===== config.mk =====
export PLATFORM = sky130hd
export DESIGN_NAME = bist_golden_entry
export DESIGN_NICKNAME = d
export VERILOG_FILES = /design/src/rtl/bist_signature_checker.sv
export SDC_FILE = /design/constraint.sdc
export NUM_CORES = 1
export LEC_CHECK = 0
export BUFFER_PORTS_ARGS = -buffer_cell sky130_fd_sc_hd__buf_2
export CAP_MARGIN = 0
export CELL_PAD_IN_SITES_DETAIL_PLACEMENT = 0
export CELL_PAD_IN_SITES_GLOBAL_PLACEMENT = 1
export CORE_MARGIN = 8
export CORE_UTILIZATION = 32
export DETAILED_ROUTE_END_ITERATION = 8
export GPL_ROUTABILITY_DRIVEN = 0
export MAX_ROUTING_LAYER = met4
export PLACE_DENSITY_LB_ADDON = 0.1
export SETUP_SLACK_MARGIN = 0.3
export SLEW_MARGIN = 10
export SYNTH_ARGS = -nofsm -noshare
export SYNTH_HDL_FRONTEND = slang
export SYNTH_SLANG_ARGS = --single-unit

===== constraint.sdc =====
create_clock -name clk -period 6.1 [get_ports clk]
set_input_delay 0.915 -clock clk [delete_from_list [all_inputs] [get_ports clk]]
set_output_delay 0.915 -clock clk [all_outputs]
set_load 0.01 [all_outputs]

===== src/rtl/bist_signature_checker.sv =====
// bist_signature_checker
//   Response-checking back end of the c432 logic-BIST loop. Every cycle the
//   applied pattern N and MISR signature s are matched against a small
//   programmable golden table. The result (found + selected entry) is
//   registered. Enabled cycles with no full match are counted, and a sticky
//   error is raised once the count exceeds MAX_MISS.
// Ports
//   clk, rst            : clock, synchronous active-high reset
//   en                  : checking enable (count misses only when high)
//   N[35:0], s[3:0]     : applied pattern / current signature
//   wr_en, wr_addr,
//   wr_N, wr_s          : golden-table write port (wr_addr >= DEPTH ignored)
//   found               : previous cycle's (N,s) matched a valid entry
//   memory_N, memory_s  : contents of the selected entry (zero if none)
//   miss_count          : saturating count of enabled unmatched cycles
//   error               : sticky, miss_count exceeded MAX_MISS

// One golden entry: storage plus its own comparators.
module bist_golden_entry (
  input  logic        clk,
  input  logic        rst,
  input  logic        i_we,
  input  logic [35:0] i_wr_N,
  input  logic [3:0]  i_wr_s,
  input  logic [35:0] i_N,
  input  logic [3:0]  i_s,
  output logic        o_hitN,
  output logic        o_hit,
  output logic [35:0] o_pat,
  output logic [3:0]  o_sig
);
  logic        r_vld;
  logic [35:0] r_pat;
  logic [3:0]  r_sig;

  // Only the valid bit needs reset; pat/sig are qualified by it.
  always_ff @(posedge clk) begin
    if (rst) begin
      r_vld <= 1'b0;
    end else if (i_we) begin
      r_vld <= 1'b1;
      r_pat <= i_wr_N;
      r_sig <= i_wr_s;
    end
  end

  // Lookup sees the pre-write contents, so a same-cycle write lands next cycle.
  assign o_hitN = r_vld && (r_pat == i_N);
  assign o_hit  = o_hitN && (r_sig == i_s);
  assign o_pat  = r_pat;
  assign o_sig  = r_sig;
endmodule



=== Word-level counts from Yosys, hierarchy flattened ===
Cells that the tools add are included.

* Register bits after elaboration: 41

* Equal/unequal tests: 2
* Bitwise operators: 1
* Reduce and logical (&&, ||, !) cells: 3

{| class="wikitable"
|+ Operators with widths
! operator !! number
|-
| equality test 36 bit || 1
|-
| equality test 4 bit || 1
|-
| logical AND 1 bit || 2
|-
| AND reduction 2 bit || 1
|-
| inverter 1 bit || 1
|}

=== Longest topological paths before layout ===
Gate-level depths: netlist (run 1).

* Depth after elaboration: 3
* Depth in mapped cells: 4
* Gate-level depth less buffers: 4

=== Worst setup path before layout (run 1) ===
OpenSTA, ideal clock, no wires.

* Kind: input -> register
* From: in rst
* To: reg r_pat[0] (netlist: o_pat[0]), enable pin
* Library setup time: 0.443 ns
* Arrival time: 2.720 ns
* Required time: 5.657 ns
* Path slack: 2.938 ns
* Cell stages on the path: 1
* Buffers on the path: 0
* Cells stage by stage: nor2b_1

* Longest elaborated chain between the ends: 2

{| class="wikitable"
|+ RTL lines
! item !! line !! text
|-
| from (decl) || 21 || <nowiki>input logic rst,</nowiki>
|-
| inverter 1 bit (no line) || - ||
|-
| AND reduction 2 bit (no line) || - ||
|-
| to (signal assigned) || 42 || <nowiki>r_pat <= i_wr_N;</nowiki>
|-
| to (decl) || 33 || <nowiki>logic [35:0] r_pat;</nowiki>
|}

Every way passes these cells.
A chain may end at the register's enable or synchronous reset.

=== Final worst setup path (run 1) ===
* From: in i_N[6]
* To: out o_hit

* Longest elaborated chain between the ends: 3

{| class="wikitable"
|+ RTL lines
! item !! line !! text
|-
| from (decl) || 25 || <nowiki>input logic [35:0] i_N,</nowiki>
|-
| equality test 36 bit || 48 || <nowiki>assign o_hitN = r_vld && (r_pat == i_N);</nowiki>
|-
| logical AND 1 bit || 48 ||
|-
| logical AND 1 bit || 49 || <nowiki>assign o_hit = o_hitN && (r_sig == i_s);</nowiki>
|-
| to (decl) || 28 || <nowiki>output logic o_hit,</nowiki>
|}

Every way passes these cells.

==> results of run 1 <==
layout make-up:
type / count / area, um^2
Sequential cell: 41 / 1221
Timing Repair Buffer: 124 / 620.6
Clock buffer: 5 / 68.82
Clock inverter: 3 / 41.29
Inverter: 6 / 22.52
Fill cell: 522 / 2606
Multi-Input combinational cell: 61 / 471.7
Tap cell: 70 / 87.58
kinds of logic after synthesis:
logic type      share of synthesized area
flops                              0.7150
xor+xnor                           0.1692
simple gates                      0.07912
buf+inv                           0.01319
compound gates                    0.02344
cells in the mapped netlist (2+ instances only):
cell type and number:
edfxtp_1 40, inv_1 6, nand2b_1 2, nand4_1 3, nor2_1 2, nor2b_1 4
nor4_1 8, o22ai_1 2, xnor2_1 6, xor2_1 27
power breakdown:
| group | switching, W | internal [W] | total (W) |
|---|---|---|---|
| combinational | 0.0000411 | 0.0000448 | 0.0000859 |
| clock | 0.0000911 | 0.000120 | 0.000211 |
| sequential | 0.0000114 | 0.000331 | 0.000342 |
layer usage:
layer	vias up	routed length, um	global-route usage
li1	661	-	-
met1	597	1914	0.1283
met2	73	2270	0.1887
met3	4	478	0.04688
met4	0	55	0.04381
met5	-	0	-
state kept, by name, indices dropped and copies added, names as in the netlist:
register	cells
r_vld	1
o_pat	36
o_sig	4
worst register-to-register path, cell delays in order (launching register included):
cell	delay, ns
dfxtp_1	0.32
nor2_1	0.10
nor2_1	0.04
stage by stage:
stage	total power [W]	setup slack (ns)	cells
after global placement	0.0004351	2.929	302
final	0.0006397	2.895	310
after global routing	0.0006692	2.878	310
after floorplan	0.0003841	2.938	108
after detailed placement	0.0004363	2.924	302
after CTS	0.0006503	2.919	310
worst max path at each step:
stage | start | end | slack, ns
finish | i_N[6] | o_hit | 2.90
global route | i_N[33] | o_hit | 2.88
CTS | i_N[6] | o_hit | 2.92
detailed placement | i_N[6] | o_hit | 2.92
global placement | i_N[30] | o_hit | 2.93
floorplan | rst | o_pat[0] | 2.94
==> metrics.md, run 1 <==
| Metric | Value |
|---|---|
| Io pins | 125 |
| Initial antenna violation count | 0 |
| Fmax | 0.3121 GHz |
| Iter 0 DRT Violations | 56 |
| Relative slew slack | 0.2880 |
| Post-DP Area | 2424 um^2 |
| Worst vdd ir | 0.1496 mV |
| Vias | 1335 |
| Pleak | 1.121 nW |
| Post-CTS setup repair buffer count | 0 |
| Hold EP | r_vld |
| Final min period | 3.205 ns |
| Clk slew on worst S/H paths | 0.07 ns |
| Layout cell share with drive strength beyond 1 | 0.5500 |
| Reg2Reg Launch Point | r_vld |
| Root buf cell | clkbuf_8 |
| Worst path max stage delay | 0.47 ns |
| Setup-failing EPs final | 0 |
| Post-synth EDFFs | 40 |
| Slew @ Worst Pin | 1.066 ns |
| Syn. warnings | 0 |
| Internal reg-to-reg setup slack | 5.54 ns |
| Post-CTS resize count | 0 |
| Average size of a mapped cell | 15.81 um^2 |
| DRC | 0 |
| FFs w/ async S/R, synth | 0 |
| Total Routing Usage GR | 0.1174 |
| Die X | 89.06 um |
| PortBufs | 124 |
| Instance count on the critical path | 6 |
| First-pass GRT wire length | 6.644 mm |
| Yosys top cell area share | 0.7033 |
| Via/cell ratio | 4.306 |
| Period utilization | 0.5253 |
| Vias in the first global route | 1451 |
| CP dominant cell by count | buf_2 |
| Worst Reg2Reg Path Length in Cells | 2 |
| HPWL after DPL | 3.940 mm |
| Critical path data arrival time | 2.29 ns |
| Outcome | finished, final reports clean |
| Critical path, cell by cell | buf_2, nor2b_1, a2111oi_0, nand4_1, nor4_1, buf_2 |
| Synth Cell Area | 1708 um^2 |
| Hold WS | 0.4934 ns |
| Hold Path Class | flop to flop |
| Wire length per cell | 15.22 um |
| Die Area | 7931 um^2 |
| Power per cell area | 252.5 nW/um^2 |
| Ant diodes | 0 |
| Most common cell after layout, fill and taps aside | buf_2 |
| Most frequent cells in the layout | buf_2 (124), edfxtp_1 (40), xor2_1 (27), nor4_1 (8) |
| Max-Cap Viols | 0 |
| R2R Path End | r_vld |
| Row count | 26 |
| Total CTS buffers | 5 |
| Final wirelength | 4.717 mm |
| Hold-fix buffers, CTS | 0 |
| Fin nets | 322 |
| CP startpoint kind | input pin |
| Htree depth | 2 |
| Clk_lat worst skew | 0.28 ns |
| Sink Count | 41 |
| Final hold vios | 0 |
| CP endpoint kind | output pin |
| Final instance area | 2534 um^2 |
| Post-synthesis cell count | 108 |
| Slowest-stage cell, CP | a2111oi_0 |
| TNS Setup | 0 ns |
| Synth top area cells | edfxtp_1 (70%), xor2_1 (14%), xnor2_1 (3.1%) |
| Critical hold path startpoint | r_vld |
| Critical path buffers and inverters | 2 |
| Register area share after synthesis | 0.7150 |
| Core Area | 5140 um^2 |
| Worst-path fanout max | 2 |
| Synth unique cells | 18 |
| Class of the most critical setup path | input pin to output pin |
| Unrepaired setup endpoints after global routing | false |
| Commonest register cell after synthesis | edfxtp_1 |
| Max clock buf depth | 2 |
| CTS tree | yes |
| Max-slew violation total from the final report | 0 |
| Post-layout util | 0.4929 |
| Remaining global-route overflow | 0 |
| Chip height | 89.06 um |
| Number of synthesized register bits | 41 |
| Min-Delay Path Depth | 2 |
| Initial Utilization | 0.3323 |
| Antenna Nets Post-Route | 0 |
| Synth-to-layout area growth | 48.35% |
| Mapped Nets | 191 |
| Largest net degree at the start of global routing | 41 |
| Clock skew | 0 ns |
| Top delay family on crit path | simple AND/OR/NAND/NOR gates |
| Drt pass-1 iters | 4 |
| Required time worst endpoint | 5.18 ns |
| Post-synth top area cell | edfxtp_1 |
Power figures use the tool's default switching activity.
==> run 2, diff against run 1 <==
--- a/config.mk
+++ b/config.mk
@@ -5,12 +5,13 @@
 export SDC_FILE = /design/constraint.sdc
 export NUM_CORES = 1
 export LEC_CHECK = 0
+export ABC_AREA = 1
 export BUFFER_PORTS_ARGS = -buffer_cell sky130_fd_sc_hd__buf_2
 export CAP_MARGIN = 0
 export CELL_PAD_IN_SITES_DETAIL_PLACEMENT = 0
 export CELL_PAD_IN_SITES_GLOBAL_PLACEMENT = 1
 export CORE_MARGIN = 8
-export CORE_UTILIZATION = 32
+export CORE_UTILIZATION = 29
 export DETAILED_ROUTE_END_ITERATION = 8
 export GPL_ROUTABILITY_DRIVEN = 0
 export MAX_ROUTING_LAYER = met4
==> constraint.sdc (replaced) <==
create_clock -name clk -period 3 [get_ports clk]
set_input_delay 0.45 -clock clk [delete_from_list [all_inputs] [get_ports clk]]
set_output_delay 0.45 -clock clk [all_outputs]
set_load 0.01 [all_outputs]
==> run 2 against run 1 <==
- total power up 110%
- register-to-register slack worse by 3.1 ns
- sequential share of layout area down 4.8 points
- critical path type is now flop to output pin
- critical endpoint is now o_hitN
- count of clock-buffer cells in the layout unchanged
- critical path depth up 2
==> metrics.md, run 2 <==
| Metric | Value |
|---|---|
| TNS Setup | 0 ns (unchanged) |
| Slew @ Worst Pin | 0.4875 ns (-0.5783 ns) |
| Post-CTS resize count | 0 (unchanged) |
| CP startpoint kind | flop |
| Sink Count | 41 (unchanged) |
| Initial Utilization | 0.2951 (-0.03715) |
| Layout cell share with drive strength beyond 1 | 0.3764 (-0.1736) |
| Top delay family on crit path | simple AND/OR/NAND/NOR gates |
| Worst-path fanout max | 3 (+1) |
| Average size of a mapped cell | 8.803 um^2 (-44%) |
| Total Routing Usage GR | 0.1139 (-0.003480) |
| Reg2Reg Launch Point | r_vld |
| DRC | 0 (unchanged) |
| Total CTS buffers | 5 (unchanged) |
| Synth Cell Area | 1972 um^2 (+15%) |
| Hold-fix buffers, CTS | 0 (unchanged) |
| Io pins | 125 (unchanged) |
| Ant diodes | 0 (unchanged) |
| HPWL after DPL | 4.587 mm (+16%) |
| CP endpoint kind | output pin |
| Remaining global-route overflow | 0 (unchanged) |
| Htree depth | 2 (unchanged) |
| Register area share after synthesis | 0.6193 (-0.09573) |
| Post-synth top area cell | edfxtp_1 |
| CP Launch Point | o_pat[21] |
| Worst Reg2Reg Path Length in Cells | 2 (unchanged) |
| Die Area | 9694 um^2 (+22%) |
| Critical path buffers and inverters | 1 (-1) |
| Relative slew slack | 0.6742 (+0.3863) |
| Max-slew violation total from the final report | 0 (unchanged) |
| Iter 0 DRT Violations | 38 (-32%) |
| Core Area | 6681 um^2 (+30%) |
| Critical hold path startpoint | i_wr_N[26] |
| Wire length per cell | 12.58 um (-17%) |
| Max-Cap Viols | 0 (unchanged) |
| Required time worst endpoint | 2.55 ns (-2.63 ns) |
| Number of synthesized register bits | 41 (unchanged) |
| Row count | 30 (+15%) |
| Min-Delay Path Depth | 1 (-1) |
| Via/cell ratio | 3.982 (-7.5%) |
| Synth unique cells | 13 (-5) |
| Worst path max stage delay | 0.41 ns (-0.06 ns) |
| Power per cell area | 474.5 nW/um^2 (+88%) |
| Chip height | 98.46 um (+11%) |
| Fin nets | 439 (+36%) |
| Root buf cell | clkbuf_8 |
| First-pass GRT wire length | 8.390 mm (+26%) |
| Clk slew on worst S/H paths | 0.08 ns (about the same) |
| Max clock buf depth | 2 (unchanged) |
| Commonest register cell after synthesis | edfxtp_1 |
| FFs w/ async S/R, synth | 0 (unchanged) |
| Setup-failing EPs final | 0 (unchanged) |
| Vias in the first global route | 1861 (+28%) |
| CTS tree | yes |
| Antenna Nets Post-Route | 0 (unchanged) |
| Most common cell after layout, fill and taps aside | buf_2 |
| R2R Path End | r_vld |
| Max reg flops | 36 (unchanged) |
| Worst vdd ir | 0.2162 mV (+45%) |
| Internal reg-to-reg setup slack | 2.45 ns (-3.09 ns) |
| Final hold vios | 0 (unchanged) |
| Final min period | 2.035 ns |
| Hold Path Class | input pin to flop |
| Unrepaired setup endpoints after global routing | false |
| Most frequent cells in the layout | buf_2 (124), nand2_1 (73), inv_1 (49), nor2_1 (40), edfxtp_1 (40) |
| Syn. warnings | 0 (unchanged) |
| Largest net degree at the start of global routing | 26 (-37%) |
| Critical path data arrival time | 1.59 ns (-0.70 ns) |
| Period utilization | 0.6785 |
| PortBufs | 124 (unchanged) |
| Critical path, cell by cell | nand2_1, nand2_1, nor2_1, nand2_1, nor2_1, nand3_1, nor2_1, buf_2 |
| Slowest-stage cell, CP | edfxtp_1 |
| Hold WS | 0.3259 ns (-0.1676 ns) |
| Vias | 1736 (+30%) |
| Pleak | 1.498 nW (+34%) |
| Top cells by count, synth | nand2_1 (73), inv_1 (49), nor2_1 (41), edfxtp_1 (40), xnor2_1 (7) |
| Initial antenna violation count | 0 (unchanged) |
| Hold EP | o_pat[26] |
| Clock skew | 0 ns (unchanged) |
| Post-synth EDFFs | 40 (unchanged) |
| Mapped Nets | 307 (+61%) |
| Synth top area cells | edfxtp_1 (61%), nand2_1 (14%), inv_1 (9.3%) |
| Outcome | finished, final reports clean |
| Post-synthesis cell count | 224 (+110%) |
| Fmax | 0.4913 GHz |
| Die X | 98.46 um (+11%) |
| Class of the most critical setup path | flop to output pin |
| Drt pass-1 iters | 4 (unchanged) |
| Top-count cell post-synth | nand2_1 |
| Clk_lat worst skew | 0.28 ns (about the same) |
| Synth-to-layout area growth | 42.58% |
| Yosys top cell area share | 0.6091 (-0.09416) |
| Final wirelength | 5.485 mm (+16%) |
| Post-CTS setup repair buffer count | 0 (unchanged) |
run 2: changes by cell type in the layout (fill, tap and decap cells not counted), sizes merged, moves of 2 or more:
cell / previous run / this run
inv: 6 / 49
nand2: 1 / 73
nand2b: 2 / 0
nand4: 3 / 1
nor2: 2 / 41
nor2b: 4 / 0
nor4: 8 / 0
o21ai: 0 / 7
o22ai: 2 / 0
xor2: 27 / 1
run 2: area by class of cell:
cell class | count | area (um^2)
tap | 80 | 100.1
fill | 725 | 3870
clock buffer | 5 | 68.82
inverter | 49 | 183.9
sequential | 41 | 1221
timing repair buffer | 125 | 628.1
clock inverter | 2 | 35.03
multi-input combinational | 134 | 574.3
run 2: cell families after synthesis:
family                    count (synthesis)  share of synthesized area
DFF                                      41                     0.6193
AOI/OAI and AO/OA                         8                    0.02157
buffers and inverters                    49                    0.09328
xor gates and xnor gates                  8                    0.03553
and+or+nand+nor                         118                     0.2303
run 2: how the worst max path moves through the flow:
stage / endpoint / slack [ns] / cells past startpoint
2_1_floorplan: o_pat[0] / 0.39 / 2
3_3_place_gp: o_hitN / 1.08 / 10
3_5_place_dp: o_hit / 1.06 / 9
4_1_cts: o_hit / 0.90 / 9
5_1_grt: o_hit / 0.72 / 9
6_report: o_hitN / 0.96 / 8
run 2: power breakdown:
part / switching, W / internal (W) / total [W]
clock network: 0.000194 / 0.000242 / 0.000436
logic: 0.000106 / 0.0000969 / 0.000203
registers: 0.0000229 / 0.000672 / 0.000695
total: 0.000322 / 0.00101 / 0.00133
run 2: per-layer routing:
layer  wire length, um  vias to the layer above  track usage  part of all wire
met5                 0                        -            -                 0
met4                52                        0      0.03188            0.0095
met3               325                        6      0.04158             0.059
met2              2677                       67       0.1920              0.49
met1              2429                      724       0.1237              0.44
li1                  -                      939            -                 -
run 2: per-stage QoR:
| step | util | total power, W | setup WS [ns] | instance area [um^2] | instances |
|---|---|---|---|---|---|
| global route | 0.4208 | 0.001409 | 0.7154 | 2811 | 436 |
| CTS | 0.4208 | 0.001362 | 0.8972 | 2811 | 436 |
| floorplan | - | 0.0008029 | 0.3889 | 1972 | 224 |
| finish | 0.4208 | 0.001334 | 0.9646 | 2811 | 436 |
| detailed placement | 0.4052 | 0.0009168 | 1.064 | 2708 | 429 |
| global placement | 0.4052 | 0.0009130 | 1.076 | 2708 | 429 |
